[src/rtl/sweeper_pkg.sv]
`default_nettype none
// ============================================================================
// Module  : sweeper_pkg
// Purpose : Shared definitions for the exhaustive input sweeper: the sweep
//           state encoding and a helper that returns the final vector of a
//           sweep of a given input width.
// Rev     : 1.0  initial release
// ============================================================================
package sweeper_pkg;

  // Sweep sequencer states. The encoding is fixed so the state can be
  // brought out to debug LEDs and read without a decoder table.
  typedef enum logic [1:0] {
    S_IDLE   = 2'd0,
    S_SETTLE = 2'd1,
    S_CHECK  = 2'd2,
    S_DONE   = 2'd3
  } state_t;

  // Highest vector of a sweep over 'width' input bits (2^width - 1).
  function automatic int unsigned last_vec(input int unsigned width);
    return (32'd1 << width) - 32'd1;
  endfunction

endpackage : sweeper_pkg
`default_nettype wire

[src/rtl/settle_timer.sv]
`default_nettype none
// ============================================================================
// Module  : settle_timer
// Purpose : Counts the cycles a stimulus vector is held before its response
//           is checked. 'load' arms the timer for a new vector, 'tick'
//           advances it once per cycle, and 'expired' is high during the last
//           of the SETTLE hold cycles.
// Ports   : clk     in  1  system clock, rising edge
//           rst_n   in  1  asynchronous active-low reset
//           load    in  1  arm the timer for a fresh hold period
//           tick    in  1  count one hold cycle
//           expired out 1  current cycle is the last hold cycle
// Rev     : 1.0  initial release
// ============================================================================
module settle_timer #(
  parameter int SETTLE = 1
) (
  input  logic clk,
  input  logic rst_n,
  input  logic load,
  input  logic tick,
  output logic expired
);

  localparam int                c_cnt_w = $clog2(SETTLE + 1);
  // The counter starts at SETTLE-1 so that it reads zero on the last hold
  // cycle; the first hold cycle is the one right after the load.
  localparam logic [c_cnt_w-1:0] c_load = c_cnt_w'(SETTLE - 1);

  logic [c_cnt_w-1:0] r_count;

  always_ff @(posedge clk or negedge rst_n) begin
    if (!rst_n) begin
      r_count <= '0;
    end else if (load) begin
      r_count <= c_load;
    end else if (tick && (r_count != '0)) begin
      r_count <= r_count - c_cnt_w'(1);
    end
  end

  assign expired = (r_count == '0);

endmodule : settle_timer
`default_nettype wire

[src/rtl/exhaustive_sweeper.sv]
`default_nettype none
// ============================================================================
// Module  : exhaustive_sweeper
// Purpose : Drives every value 0..2^WIDTH-1 onto a combinational lab DUT,
//           holds each vector SETTLE cycles, then compares the DUT response
//           (resp_a) against a golden response (resp_b) for one cycle.
//           Counts mismatches and latches the first failing vector. All
//           outputs are registered so they can drive LEDs / 7-seg directly.
// Ports   : clk            in   1        system clock, rising edge
//           rst_n          in   1        asynchronous active-low reset
//           start          in   1        sweep request (IDLE or DONE only)
//           abort          in   1        synchronous stop back to IDLE
//           resp_a         in   OUT_W    response under test
//           resp_b         in   OUT_W    golden response
//           vec_out        out  WIDTH    stimulus vector
//           busy           out  1        sweep in progress
//           done           out  1        sweep finished, held until start/abort
//           pass           out  1        done with zero mismatches
//           err_count      out  WIDTH+1  mismatch count
//           first_fail_vec out  WIDTH    vector of the first mismatch
//           fail_seen      out  1        at least one mismatch this sweep
// Rev     : 1.0  initial release
// ============================================================================
module exhaustive_sweeper
  import sweeper_pkg::*;
#(
  parameter int WIDTH        = 5,
  parameter int OUT_W        = 3,
  parameter int SETTLE       = 1,
  parameter int STOP_ON_FAIL = 0
) (
  input  logic             clk,
  input  logic             rst_n,
  input  logic             start,
  input  logic             abort,
  input  logic [OUT_W-1:0] resp_a,
  input  logic [OUT_W-1:0] resp_b,
  output logic [WIDTH-1:0] vec_out,
  output logic             busy,
  output logic             done,
  output logic             pass,
  output logic [WIDTH:0]   err_count,
  output logic [WIDTH-1:0] first_fail_vec,
  output logic             fail_seen
);

  localparam int               c_err_w = WIDTH + 1;
  localparam logic [WIDTH-1:0] c_last  = WIDTH'(last_vec(WIDTH));
  localparam logic             c_stop  = (STOP_ON_FAIL != 0);

  state_t               r_state;
  state_t               w_state_nxt;
  logic [WIDTH-1:0]     w_vec_nxt;
  logic [c_err_w-1:0]   w_err_nxt;
  logic [WIDTH-1:0]     w_ffv_nxt;
  logic                 w_fs_nxt;
  logic                 w_timer_load;
  logic                 w_timer_tick;
  logic                 w_expired;
  logic                 w_mismatch;

  assign w_mismatch = (resp_a != resp_b);

  settle_timer #(
    .SETTLE (SETTLE)
  ) u_settle_timer (
    .clk     (clk),
    .rst_n   (rst_n),
    .load    (w_timer_load),
    .tick    (w_timer_tick),
    .expired (w_expired)
  );

  // --------------------------------------------------------------------------
  // State register
  // --------------------------------------------------------------------------
  always_ff @(posedge clk or negedge rst_n) begin
    if (!rst_n) begin
      r_state <= S_IDLE;
    end else begin
      r_state <= w_state_nxt;
    end
  end

  // --------------------------------------------------------------------------
  // Next-state and next-result logic
  // --------------------------------------------------------------------------
  always_comb begin
    w_state_nxt  = r_state;
    w_vec_nxt    = vec_out;
    w_err_nxt    = err_count;
    w_ffv_nxt    = first_fail_vec;
    w_fs_nxt     = fail_seen;
    w_timer_load = 1'b0;
    w_timer_tick = 1'b0;

    if (abort) begin
      // Abort beats start and beats a final CHECK; the results gathered so
      // far are kept so the operator can still read them after stopping.
      w_state_nxt = S_IDLE;
      w_vec_nxt   = '0;
    end else begin
      case (r_state)
        S_IDLE, S_DONE: begin
          if (start) begin
            w_state_nxt  = S_SETTLE;
            w_vec_nxt    = '0;
            w_err_nxt    = '0;
            w_ffv_nxt    = '0;
            w_fs_nxt     = 1'b0;
            w_timer_load = 1'b1;
          end
        end

        S_SETTLE: begin
          w_timer_tick = 1'b1;
          if (w_expired) begin
            w_state_nxt = S_CHECK;
          end
        end

        S_CHECK: begin
          if (w_mismatch) begin
            w_err_nxt = err_count + c_err_w'(1);
            if (!fail_seen) begin
              w_ffv_nxt = vec_out;
              w_fs_nxt  = 1'b1;
            end
          end
          // The last vector ends the sweep with vec_out held, so the counter
          // never wraps back to zero.
          if ((vec_out == c_last) || (c_stop && w_mismatch)) begin
            w_state_nxt = S_DONE;
          end else begin
            w_state_nxt  = S_SETTLE;
            w_vec_nxt    = vec_out + WIDTH'(1);
            w_timer_load = 1'b1;
          end
        end

        default: begin
          w_state_nxt = S_IDLE;
        end
      endcase
    end
  end

  // --------------------------------------------------------------------------
  // Registered outputs. Status flags are decoded from the next state so they
  // change on the same edge as the state itself.
  // --------------------------------------------------------------------------
  always_ff @(posedge clk or negedge rst_n) begin
    if (!rst_n) begin
      vec_out        <= '0;
      busy           <= 1'b0;
      done           <= 1'b0;
      pass           <= 1'b0;
      err_count      <= '0;
      first_fail_vec <= '0;
      fail_seen      <= 1'b0;
    end else begin
      vec_out        <= w_vec_nxt;
      busy           <= (w_state_nxt == S_SETTLE) || (w_state_nxt == S_CHECK);
      done           <= (w_state_nxt == S_DONE);
      pass           <= (w_state_nxt == S_DONE) && (w_err_nxt == '0);
      err_count      <= w_err_nxt;
      first_fail_vec <= w_ffv_nxt;
      fail_seen      <= w_fs_nxt;
    end
  end

endmodule : exhaustive_sweeper
`default_nettype wire

[config.mk]
export PLATFORM = sky130hd
export DESIGN_NAME = exhaustive_sweeper
export DESIGN_NICKNAME = d
export VERILOG_FILES = /design/src/rtl/sweeper_pkg.sv /design/src/rtl/settle_timer.sv /design/src/rtl/exhaustive_sweeper.sv
export SDC_FILE = /design/constraint.sdc
export NUM_CORES = 1
export LEC_CHECK = 0
export BUFFER_PORTS_ARGS = -buffer_cell sky130_fd_sc_hd__buf_2
export CAP_MARGIN = 20
export CORE_MARGIN = 5
export CORE_UTILIZATION = 44
export CTS_CLUSTER_SIZE = 24
export DETAILED_ROUTE_END_ITERATION = 10
export GPL_TIMING_DRIVEN = 0
export HOLD_SLACK_MARGIN = 0.02
export PLACE_DENSITY = 0.67
export SLEW_MARGIN = 20
export SYNTH_ARGS = -nofsm -noshare
export SYNTH_HDL_FRONTEND = slang
export SYNTH_HIERARCHICAL = 1
export SYNTH_SLANG_ARGS = --single-unit
[constraint.sdc]
create_clock -name clk -period 2.2 [get_ports clk]
set_input_delay 0.33 -clock clk [delete_from_list [all_inputs] [get_ports clk]]
set_output_delay 0.33 -clock clk [all_outputs]
set_load 0.02 [all_outputs]
==> results of run 1 <==
placed cells by master (no fill, tap or decap), types with 3 or more instances in the layout:
cell type and count:
o21ai_1 8, nor2_1 3, a22o_1 4, dfrtp_1 22, nand3_1 5, ha_1 4
nand2b_1 5, buf_2 30, o21ai_0 4, xnor2_1 3, inv_1 5, a21oi_1 5
clkbuf_4 4, nand3b_1 3, a22oi_1 5, nand2_1 15
kinds of logic after synthesis:
| family | Yosys count |
|---|---|
| flops | 23 |
| xor+xnor | 3 |
| simple gates | 50 |
| mux | 2 |
| fa+ha+maj | 6 |
| compound gates | 40 |
| buf+inv | 9 |
metrics by stage:
step	std cells	util, %
6_report	200	52.6
5_1_grt	200	52.6
4_1_cts	199	52.1
3_5_place_dp	194	50.5
3_3_place_gp	194	50.5
2_1_floorplan	133	-
where the power goes:
group / internal, mW / total [mW] / leakage [nW] / switching, mW
clock: 0.0681 / 0.199 / 0.0177 / 0.131
combinational: 0.252 / 0.679 / 0.406 / 0.426
sequential: 0.485 / 0.550 / 0.314 / 0.0647
area by class of cell:
class / count / area, um^2
plain buffers: 4 / 28.8
inverters: 5 / 18.8
clock buffers: 3 / 22.5
fillers: 287 / 1410
well taps: 33 / 41.3
repair buffers: 30 / 158
flip-flops and latches: 23 / 577
multi-input cells: 101 / 714
clock inverters: 1 / 5.00
flip-flops by register name, indices dropped and copies added (netlist names):
name and cells:
busy 1, err_count 6, done 1, fail_seen 1
u_settle_timer/r_count 1, vec_out 5, first_fail_vec 5, r_state 2
pass 1
cells in the mapped netlist, drive strengths merged, types with 3 or more instances:
cell and n:
nor2 4, nand3 5, xnor2 3, dfrtp 23
buf 4, nand3b 3, o211ai 3, a22oi 5
ha 6, a21oi 5, a22o 4, inv 5
o21ai 12, nand2b 5, nor3 3, nand2 16
layer usage:
layer	wire (um)	GRT usage, %	up-vias	share of wire (%)
met4	25	3.69	0	0.85
met3	138	4.51	4	4.7
li1	-	-	567	-
met1	1350	18.5	556	46
met5	0	0	-	0
met2	1410	25.7	25	48
repair_timing:
item,in CTS,in global routing
hold buffers,1,0
hold endpoints to repair,23,0
gates resized for setup,2,3
setup endpoints to repair,1,1
buffers inserted,0,1
worst max-delay path by stage:
stage / from / to / slack [ps] / depth (start not counted)
floorplan: vec_out[0]$_DFFE_PN0P_ / pass$_DFF_PN0_ / 170 / 8
global placement: vec_out[0]$_DFFE_PN0P_ / pass$_DFF_PN0_ / 50 / 8
detailed placement: vec_out[0]$_DFFE_PN0P_ / pass$_DFF_PN0_ / 30 / 8
CTS: vec_out[0]$_DFFE_PN0P_ / pass$_DFF_PN0_ / 70 / 8
global route: vec_out[1]$_DFFE_PN0P_ / pass$_DFF_PN0_ / -0.4 / 8
finish: vec_out[1]$_DFFE_PN0P_ / pass$_DFF_PN0_ / 170 / 8
==> summary.md, run 1 <==
| Metric | Value |
|---|---|
| Status | `finished, final reports clean` |
| First-pass GRT wire length | `4.96 mm` |
| Mux cell area share after synthesis | `under 10%` |
| Clock transition at path regs | `130 ps` |
| Setup CP Type | `register to register` |
| Final Hold Fails | `0` |
| Synth top area share | `43.5%` |
| Cell repeated most along the worst path | `ha_2` |
| Final HPWL DP | `2.19 mm` |
| Cell Pwr Density | `912 nW/um^2` |
| HP Start | `abort` |
| Crit path DAT | `2270 ps` |
| Setup TNS | `0 ps` |
| Commonest register cell after synthesis | `dfrtp_1` |
| Via-to-Cell Ratio | `5.76` |
| Net Count, Synth | `approximately 150` |
| RD Place Congestion | `0.807` |
| Max Fclk | `493 MHz` |
| Tot Pwr | `1.43 mW` |
| Die H | `64.9 um` |
| Post-synthesis compound-gate area fraction | `a little over a fifth` |
| Cell taking the most area after synthesis | `dfrtp_1` |
| Synth Area in XOR/XNOR | `1.98%` |
| R2R setup slack | `170 ps` |
| Finish-stage setup viols | `0` |
| Worst Hold Path EP | `r_state[1]$_DFF_PN0_` |
| Fin nets | `approximately 180` |
| Worst Max-Slew Pin Slew | `516 ps` |
| Worst VDD drop | `0.578 mV` |
| Final Max Tran Viols | `0` |
| Critical-path maximum fanout | `5` |
| Relative slew margins | `65.6%` |
| Reg2reg start | `vec_out[1]$_DFFE_PN0P_` |
| Adder-Cell Fraction of Synth Area | `5.67%` |
| Asr flop ratio synth | `100%` |
| Final worst slack | `171 ps` |
| Pleak | `0.737 nW` |
| Root Buffer | `clkbuf_4` |
| Critical path's slowest cell | `dfrtp_1` |
| DR pass1 iterations | `4` |
| Delay-heaviest family, CP | `adder cells` |
| Type of the worst min-delay path | `primary input to register` |
| Worst setup EP type | `register` |
| Worst Skew | `between 4 and 5 ps` |
| TritonCTS clock tree | `yes` |
| Number of H-tree levels | `1` |
| Max incr delay on CP | `440 ps` |
| Post-Syn Instances | `133` |
| Post-synth cell types | `43` |
| Final period util | `92.2%` |
| Fin Hold WS | `a little over 300 ps` |
| Drt drc | `0` |
| DRT iter0 DRCs | `53` |
| Main combinational cell family by area after synthesis | `simple AND/OR/NAND/NOR gates` |
| All-Layer GR Usage | `around 15%` |
| Die area | `4210 um^2` |
| CTS Sinks | `23` |
| Number of CTS-inserted buffers | `3` |
| Critical Path, Cell by Cell | `ha_1 > and3_1 > ha_2 > a21oi_1 > a221oi_2 > ha_2 > o31ai_1 > nor4_2` |
| FF+latch count, synth | `23` |
| CP bufs+invs | `0` |
| Starting density of the core | `around 44%` |
| Placed Area | `1510 um^2` |
| Layout area overhead | `18.2%` |
| Via Count | `1,152` |
| Routed Antenna Nets | `0` |
| Core area | `around 3000 um^2` |
| Reg2Reg Capture Point | `pass$_DFF_PN0_` |
| Initial antenna violation count | `0` |
| Clock Path Buffers | `2` |
| Dpl ws | `33.2 ps` |
| Register area share after synthesis | `43.5%` |
| Clock period minus worst slack | `2030 ps` |
| Worst Path Required | `2440 ps` |
| Drt wl/cell | `14.6 um` |
| Largest cells by area after synthesis | `dfrtp_1 (43%), ha_1 (5.7%), nand2_1 (4.3%), o21ai_1 (3.0%), a22oi_1 (2.8%)` |
| Simple-gate area share of the yosys netlist | `a little under a quarter` |
| Post-Syn Area | `1320 um^2` |
| Number of global-route vias before repair | `approximately 1,100` |
| Ys Warns | `6` |
| Largest net degree at the start of global routing | `24` |
| Gr ovfl total | `0` |
| Worst-Skew Late Latency | `320 ps` |
| Std cell rows | `20` |
| Io pins | `30` |
| Max cap viols | `0` |
| Post-synth EDFFs | `0` |
| Die Wd | `64.9 um` |
| Share of layout cells above drive strength 1 | `29.9%` |
| Startpoint Class | `register` |
| Hold path depth | `2` |
| Drt total wl | `2.93 mm` |
| I/O Buffers | `28` |
| Post-route cell area | `1570 um^2` |
| R2R cell count | `8` |
| Antenna cells | `0` |
| Avg Inst Size Synth | `9.95 um^2` |
No activity file was read; power rests on OpenSTA's default activity.
==> run 2: changes to the inputs <==
--- a/config.mk
+++ b/config.mk
@@ -13,7 +13,7 @@
 export DETAILED_ROUTE_END_ITERATION = 10
 export GPL_TIMING_DRIVEN = 0
 export HOLD_SLACK_MARGIN = 0.02
-export PLACE_DENSITY = 0.67
+export PLACE_DENSITY = 0.74
 export SLEW_MARGIN = 20
 export SYNTH_ARGS = -nofsm -noshare
 export SYNTH_HDL_FRONTEND = slang
==> run 2 against run 1 <==
Net effect:
- worst hold slack improved by 20 ps
- final cell count increased by 0.50%
- worst setup slack got worse by 32 ps
- combinational power rose by 2%
- cell area up 1.3%
- sequential share of layout area down 0.47 points
==> summary.md, run 2 (synthesized netlist as in run 1, its figures left out) <==
| Metric | Value |
|---|---|
| Status | `finished, final reports clean` |
| Post-route cell area | `1590 um^2` |
| Largest net degree at the start of global routing | `24` |
| Critical-path maximum fanout | `5` |
| Type of the worst min-delay path | `primary input to register` |
| Startpoint Class | `register` |
| Number of H-tree levels | `1` |
| Clock Power Share | `14.0%` |
| Final Max Tran Viols | `0` |
| Worst Hold Path EP | `r_state[1]$_DFF_PN0_` |
| Pleak | `0.740 nW` |
| Combinational share of power | `48.0%` |
| Reg2reg start | `vec_out[1]$_DFFE_PN0P_` |
| Setup CP Type | `register to register` |
| Initial antenna violation count | `0` |
| Drt wl/cell | `15.4 um` |
| Root Buffer | `clkbuf_4` |
| Drt drc | `0` |
| Layout area overhead | `19.8%` |
| Std cell rows | `20` |
| Worst setup EP type | `register` |
| P_int | `812 uW` |
| Worst-Skew Late Latency | `320 ps` |
| Placed instance count | `194` |
| I/O Buffers | `28` |
| Max incr delay on CP | `440 ps` |
| Finish-stage setup viols | `0` |
| Drt total wl | `between 3 and 4 mm` |
| Starting density of the core | `~44%` |
| Die H | `64.9 um` |
| Via-to-Cell Ratio | `around 5.9` |
| Relative slew margins | `between 60% and 70%` |
| Gr ovfl total | `0` |
| Commonest cells after routing, fill and taps aside | `buf_2 (30), dfrtp_1 (22), nand2_1 (15)` |
| DRT iter0 DRCs | `between 40 and 50` |
| Tot Pwr | `around 1.4 mW` |
| Cell Pwr Density | `914 nW/um^2` |
| CTS Sinks | `23` |
| Non-filler cells, final | `approximately 200` |
| Worst VDD drop | `0.563 mV` |
| DR pass1 iterations | `4` |
| Number of CTS-inserted buffers | `3` |
| Worst Path Required | `2430 ps` |
| Setup TNS | `0 ps` |
| R2R cell count | `8` |
| Largest regs | `err_count: 6 flops, first_fail_vec: 5 flops, vec_out: 5 flops` |
| RD Place Congestion | `0.816` |
| R2R setup slack | `140 ps` |
| CP startpoint | `vec_out[1]$_DFFE_PN0P_` |
| Antenna cells | `0` |
| Hold path depth | `2` |
| Final Hold Fails | `0` |
| TritonCTS clock tree | `yes` |
| Via Count | `1,181` |
| Cell repeated most along the worst path | `ha_2` |
| Critical path's slowest cell | `dfrtp_1` |
| NetSw | `636 uW` |
| Clock Path Buffers | `2` |
| Max FFs per register | `6` |
| Die Wd | `64.9 um` |
| Worst Max-Slew Pin Slew | `522 ps` |
| HP Start | `abort` |
| Reg2Reg Capture Point | `pass$_DFF_PN0_` |
| Share of layout cells above drive strength 1 | `a little under a third` |
| Number of global-route vias before repair | `1,170` |
| Core area | `2980 um^2` |
| Clock transition at path regs | `~140 ps` |
| Final HPWL DP | `2.28 mm` |
| Delay-heaviest family, CP | `adder cells` |
| Max cap viols | `0` |
| Die area | `4210 um^2` |
| Final period util | `93.7%` |
| Max Fclk | `485 MHz` |
| CP bufs+invs | `0` |
| Routed Antenna Nets | `0` |
| Commonest non-fill, non-tap cell in the layout | `buf_2` |
| Critical Path, Cell by Cell | `ha_2 > and3_1 > ha_4 > a21oi_1 > a221oi_2 > ha_2 > o31ai_1 > nor4_2` |
| Crit path DAT | `roughly 2300 ps` |
| Io pins | `30` |
| All-Layer GR Usage | `16.3%` |
| Fin nets | `between 150 and 200` |
| Reg with most FFs | `err_count` |
| Placed Area | `1510 um^2` |
| Sw Share | `43.9%` |
| RSZ-0062 raised after global routing | `no` |
| First-pass GRT wire length | `5.40 mm` |
| Register share of total power | `38.1%` |
| Fin util | `between 50 and 60%` |
| Clock period minus worst slack | `around 2100 ps` |
| Worst Skew | `7.22 ps` |
-- run 2: worst register-to-register path, stage by stage (launching register included) --
cell and delay (ps):
dfrtp_1 440, ha_2 210, and3_1 210, ha_4 170, a21oi_1 80, a221oi_2 300, ha_2 250, o31ai_1 90
nor4_2 220
-- run 2: how the worst max path moves through the flow --
stage                                end  slack, ps  depth (start not counted)
after floorplan           pass$_DFF_PN0_        170                          8
after global placement    pass$_DFF_PN0_         70                          8
after detailed placement  pass$_DFF_PN0_        -40                          8
after CTS                 pass$_DFF_PN0_          6                          8
after global routing      pass$_DFF_PN0_         10                          8
final                     pass$_DFF_PN0_        140                          8
-- run 2: per-stage QoR --
step           setup WS (ps)  hold slack (ps)
2_1_floorplan            174             34.4
3_3_place_gp            66.0              330
3_5_place_dp           -43.8              336
4_1_cts                 5.62              321
5_1_grt                 11.9              327
6_report                 139              328
-- run 2: final cells by class --
| type | count | area [um^2] |
|---|---|---|
| Clock buffer | 3 | 22.5 |
| Multi-Input combinational cell | 101 | 727 |
| Tap cell | 33 | 41.3 |
| Fill cell | 285 | 1390 |
| Buffer | 4 | 28.8 |
| Sequential cell | 23 | 577 |
| Inverter | 5 | 18.8 |
| Clock inverter | 1 | 5.00 |
| Timing Repair Buffer | 31 | 165 |
-- run 2: power by group through the flow --
stage	sequential, mW	combinational, mW	clock [mW]
finish	0.551	0.695	0.202
global route	0.563	0.777	0.225
CTS	0.549	0.678	0.206
detailed placement	0.557	0.659	0
global placement	0.551	0.636	0
floorplan	0.598	0.442	0
-- run 2: metal layers --
| layer | track usage (%) | part of all wire (%) | vias to the layer above |
|---|---|---|---|
| met5 | 0 | 0 | - |
| met4 | 6.60 | 0.87 | 0 |
| met3 | 4.33 | 5.4 | 4 |
| met2 | 27.8 | 50 | 30 |
| met1 | 19.3 | 43 | 579 |
| li1 | - | - | 568 |
-- run 2: what timing repair did --
| item | in CTS | in global routing |
|---|---|---|
| endpoints found under the hold margin | 23 | 0 |
| setup buffers | 0 | 2 |
| hold buffers | 1 | 0 |
| resized for setup | 1 | 7 |
| pin swaps | 0 | 2 |
| endpoints found under the setup margin | 1 | 2 |
==> run 3: changes to the inputs <==
--- a/config.mk
+++ b/config.mk
@@ -13,7 +13,7 @@
 export DETAILED_ROUTE_END_ITERATION = 10
 export GPL_TIMING_DRIVEN = 0
 export HOLD_SLACK_MARGIN = 0.02
-export PLACE_DENSITY = 0.74
+export PLACE_DENSITY_LB_ADDON = 0.3
 export SLEW_MARGIN = 20
 export SYNTH_ARGS = -nofsm -noshare
 export SYNTH_HDL_FRONTEND = slang
==> run 3 against run 2 <==
Net effect:
- worst setup slack gained 10 ps
- fmax grew 0.49%
- utilization shrank 0.13 points
- combinational power grew 2%
- final cell count grew 0.50%
- first-iteration DRC count grew 8.7%
- clock-buffer cell count is the same
- critical path depth is the same
- register-to-register slack is essentially flat
- highest routed layer unchanged
- cell area shrank 0.24%
- total power grew 0.38%
==> summary.md, run 3 (synthesized netlist as in run 1, its figures left out) <==
| Metric | Value |
|---|---|
| Tot Pwr | `roughly 1.5 mW` |
| Critical-path maximum fanout | `10` |
| Core area | `2980 um^2` |
| Worst setup EP type | `register` |
| Starting density of the core | `44.5%` |
| I/O Buffers | `28` |
| TritonCTS clock tree | `yes` |
| Final period util | `93.2%` |
| Drt total wl | `2.98 mm` |
| Die area | `4210 um^2` |
| Via-to-Cell Ratio | `5.91` |
| Cell Pwr Density | `919 nW/um^2` |
| Final worst slack | `about 150 ps` |
| Routed Antenna Nets | `0` |
| Relative slew margins | `64.8%` |
| Reg with most FFs | `err_count` |
| Number of CTS-inserted buffers | `3` |
| Worst VDD drop | `0.681 mV` |
| Clock period minus worst slack | `2050 ps` |
| Drt drc | `0` |
| Fin nets | `186` |
| CTS Sinks | `23` |
| All-Layer GR Usage | `15.5%` |
| Via Count | `around 1,200` |
| Max FFs per register | `6` |
| Dpl ws | `0.331 ps` |
| Finish-stage setup viols | `0` |
| Final Max Tran Viols | `0` |
| Critical Path, Cell by Cell | `inv_1 > ha_1 > clkbuf_4 > a21oi_1 > a221oi_2 > ha_2 > o31ai_1 > nor4_2` |
| Max cap viols | `0` |
| Largest regs | `err_count: 6 flops, first_fail_vec: 5 flops, vec_out: 5 flops` |
| Pleak | `between 0.7 and 0.8 nW` |
| Drt wl/cell | `14.8 um` |
| Filler Cell Count | `284` |
| Max incr delay on CP | `about 430 ps` |
| Critical path's slowest cell | `dfrtp_1` |
| Std cell rows | `20` |
| Io pins | `30` |
| Root Buffer | `clkbuf_4` |
| Placed instance count | `194` |
| Clock Path Buffers | `2` |
| Placed Area | `1510 um^2` |
| Setup CP Type | `register to register` |
| Worst Path Required | `2430 ps` |
| Status | `finished, final reports clean` |
| Crit path DAT | `2280 ps` |
| Number of H-tree levels | `1` |
| RD Place Congestion | `0.827` |
| Largest net degree at the start of global routing | `24` |
| Layout area overhead | `19.5%` |
| Max Fclk | `488 MHz` |
| Die Wd | `64.9 um` |
| Final Hold Fails | `0` |
| Startpoint Class | `register` |
| Antenna cells | `0` |
| Commonest cells after routing, fill and taps aside | `buf_2 (30), dfrtp_1 (21), nand2_1 (15)` |
| Worst-Skew Late Latency | `about 320 ps` |
| First-pass GRT wire length | `slightly above 5 mm` |
| Number of global-route vias before repair | `roughly 1,100` |
| Gr ovfl total | `0` |
| Initial antenna violation count | `0` |
| Share of layout cells above drive strength 1 | `31.4%` |
| Non-filler cells, final | `a little over 200` |
| Post-route cell area | `roughly 1600 um^2` |
| Final HPWL DP | `roughly 2.2 mm` |
| Die H | `64.9 um` |
| Worst Skew | `around 11 ps` |
| Worst Max-Slew Pin Slew | `between 500 and 600 ps` |
| Type of the worst min-delay path | `primary input to register` |
| Fin util | `53.1%` |
| Commonest non-fill, non-tap cell in the layout | `buf_2` |
| DR pass1 iterations | `4` |
| Clock transition at path regs | `130 ps` |
| DRT iter0 DRCs | `50` |
==> run 3: changes by cell type in the layout (fill, tap and decap cells not counted) <==
cell and delta:
ha_4 -1, ha_1 +1, dfrtp_2 +1, clkbuf_4 +1, dfrtp_1 -1
==> run 3: worst max-delay path: cells and delay by family, from the launching register on <==
family,cells,cell delay (ps)
AO/OA/AOI/OAI,3,510
adder cells (fa/ha/maj),2,490
buffers and inverters,2,320
flip-flops,1,430
AND/OR/NAND/NOR,1,230
==> run 3: stage by stage <==
step           setup TNS (ps)  hold WS [ps]
2_1_floorplan               0          34.4
3_3_place_gp                0           328
3_5_place_dp                0           335
4_1_cts                     0           306
5_1_grt                 -7.80           315
6_report                    0           338
==> run 3: per-layer routing <==
layer | part of all wire, % | GRT usage, % | vias up
met3 | 5.2 | 4.16 | 7
met2 | 50 | 27.1 | 30
met1 | 43 | 18.2 | 587
met4 | 1.6 | 5.28 | 0
li1 | - | - | 569
met5 | 0 | 0 | -
==> run 3: report_power, final <==
part | switching, mW | internal [mW] | total (mW)
clock | 0.130 | 0.0680 | 0.198
combinational | 0.441 | 0.267 | 0.708
sequential | 0.0622 | 0.485 | 0.548
==> run 3: cell type report <==
cell class | instances | area (um^2) | share of cell area, %
clock inverters | 1 | 5.00 | 0.316
clock buffers | 3 | 22.5 | 1.42
well taps | 33 | 41.3 | 2.61
multi-input cells | 101 | 714 | 45.2
inverters | 5 | 18.8 | 1.19
plain buffers | 4 | 28.8 | 1.82
repair buffers | 32 | 173 | 10.9
flip-flops and latches | 23 | 578 | 36.6
==> run 3: path summary, 6_finish.rpt <==
check / from / end / slack [ps] / depth (start not counted)
hold / removal: abort / r_state[1]$_DFF_PN0_ / 340 / 2
setup / recovery: r_state[0]$_DFF_PN0_ / pass$_DFF_PN0_ / 150 / 8
max in group asynchronous: rst_n / vec_out[0]$_DFFE_PN0P_ / 1300 / 2
hold reg to reg: vec_out[0]$_DFFE_PN0P_ / vec_out[0]$_DFFE_PN0P_ / 500 / 1
setup reg to reg: r_state[0]$_DFF_PN0_ / pass$_DFF_PN0_ / 150 / 8
min in group asynchronous: rst_n / pass$_DFF_PN0_ / 510 / 2
==> run 3: repair_timing <==
action,in CTS,in global routing
hold buffers,1,0
setup endpoints to repair,1,1
hold endpoints to repair,23,0
setup buffers,0,3
pin swaps,0,2
gates resized for setup,2,4
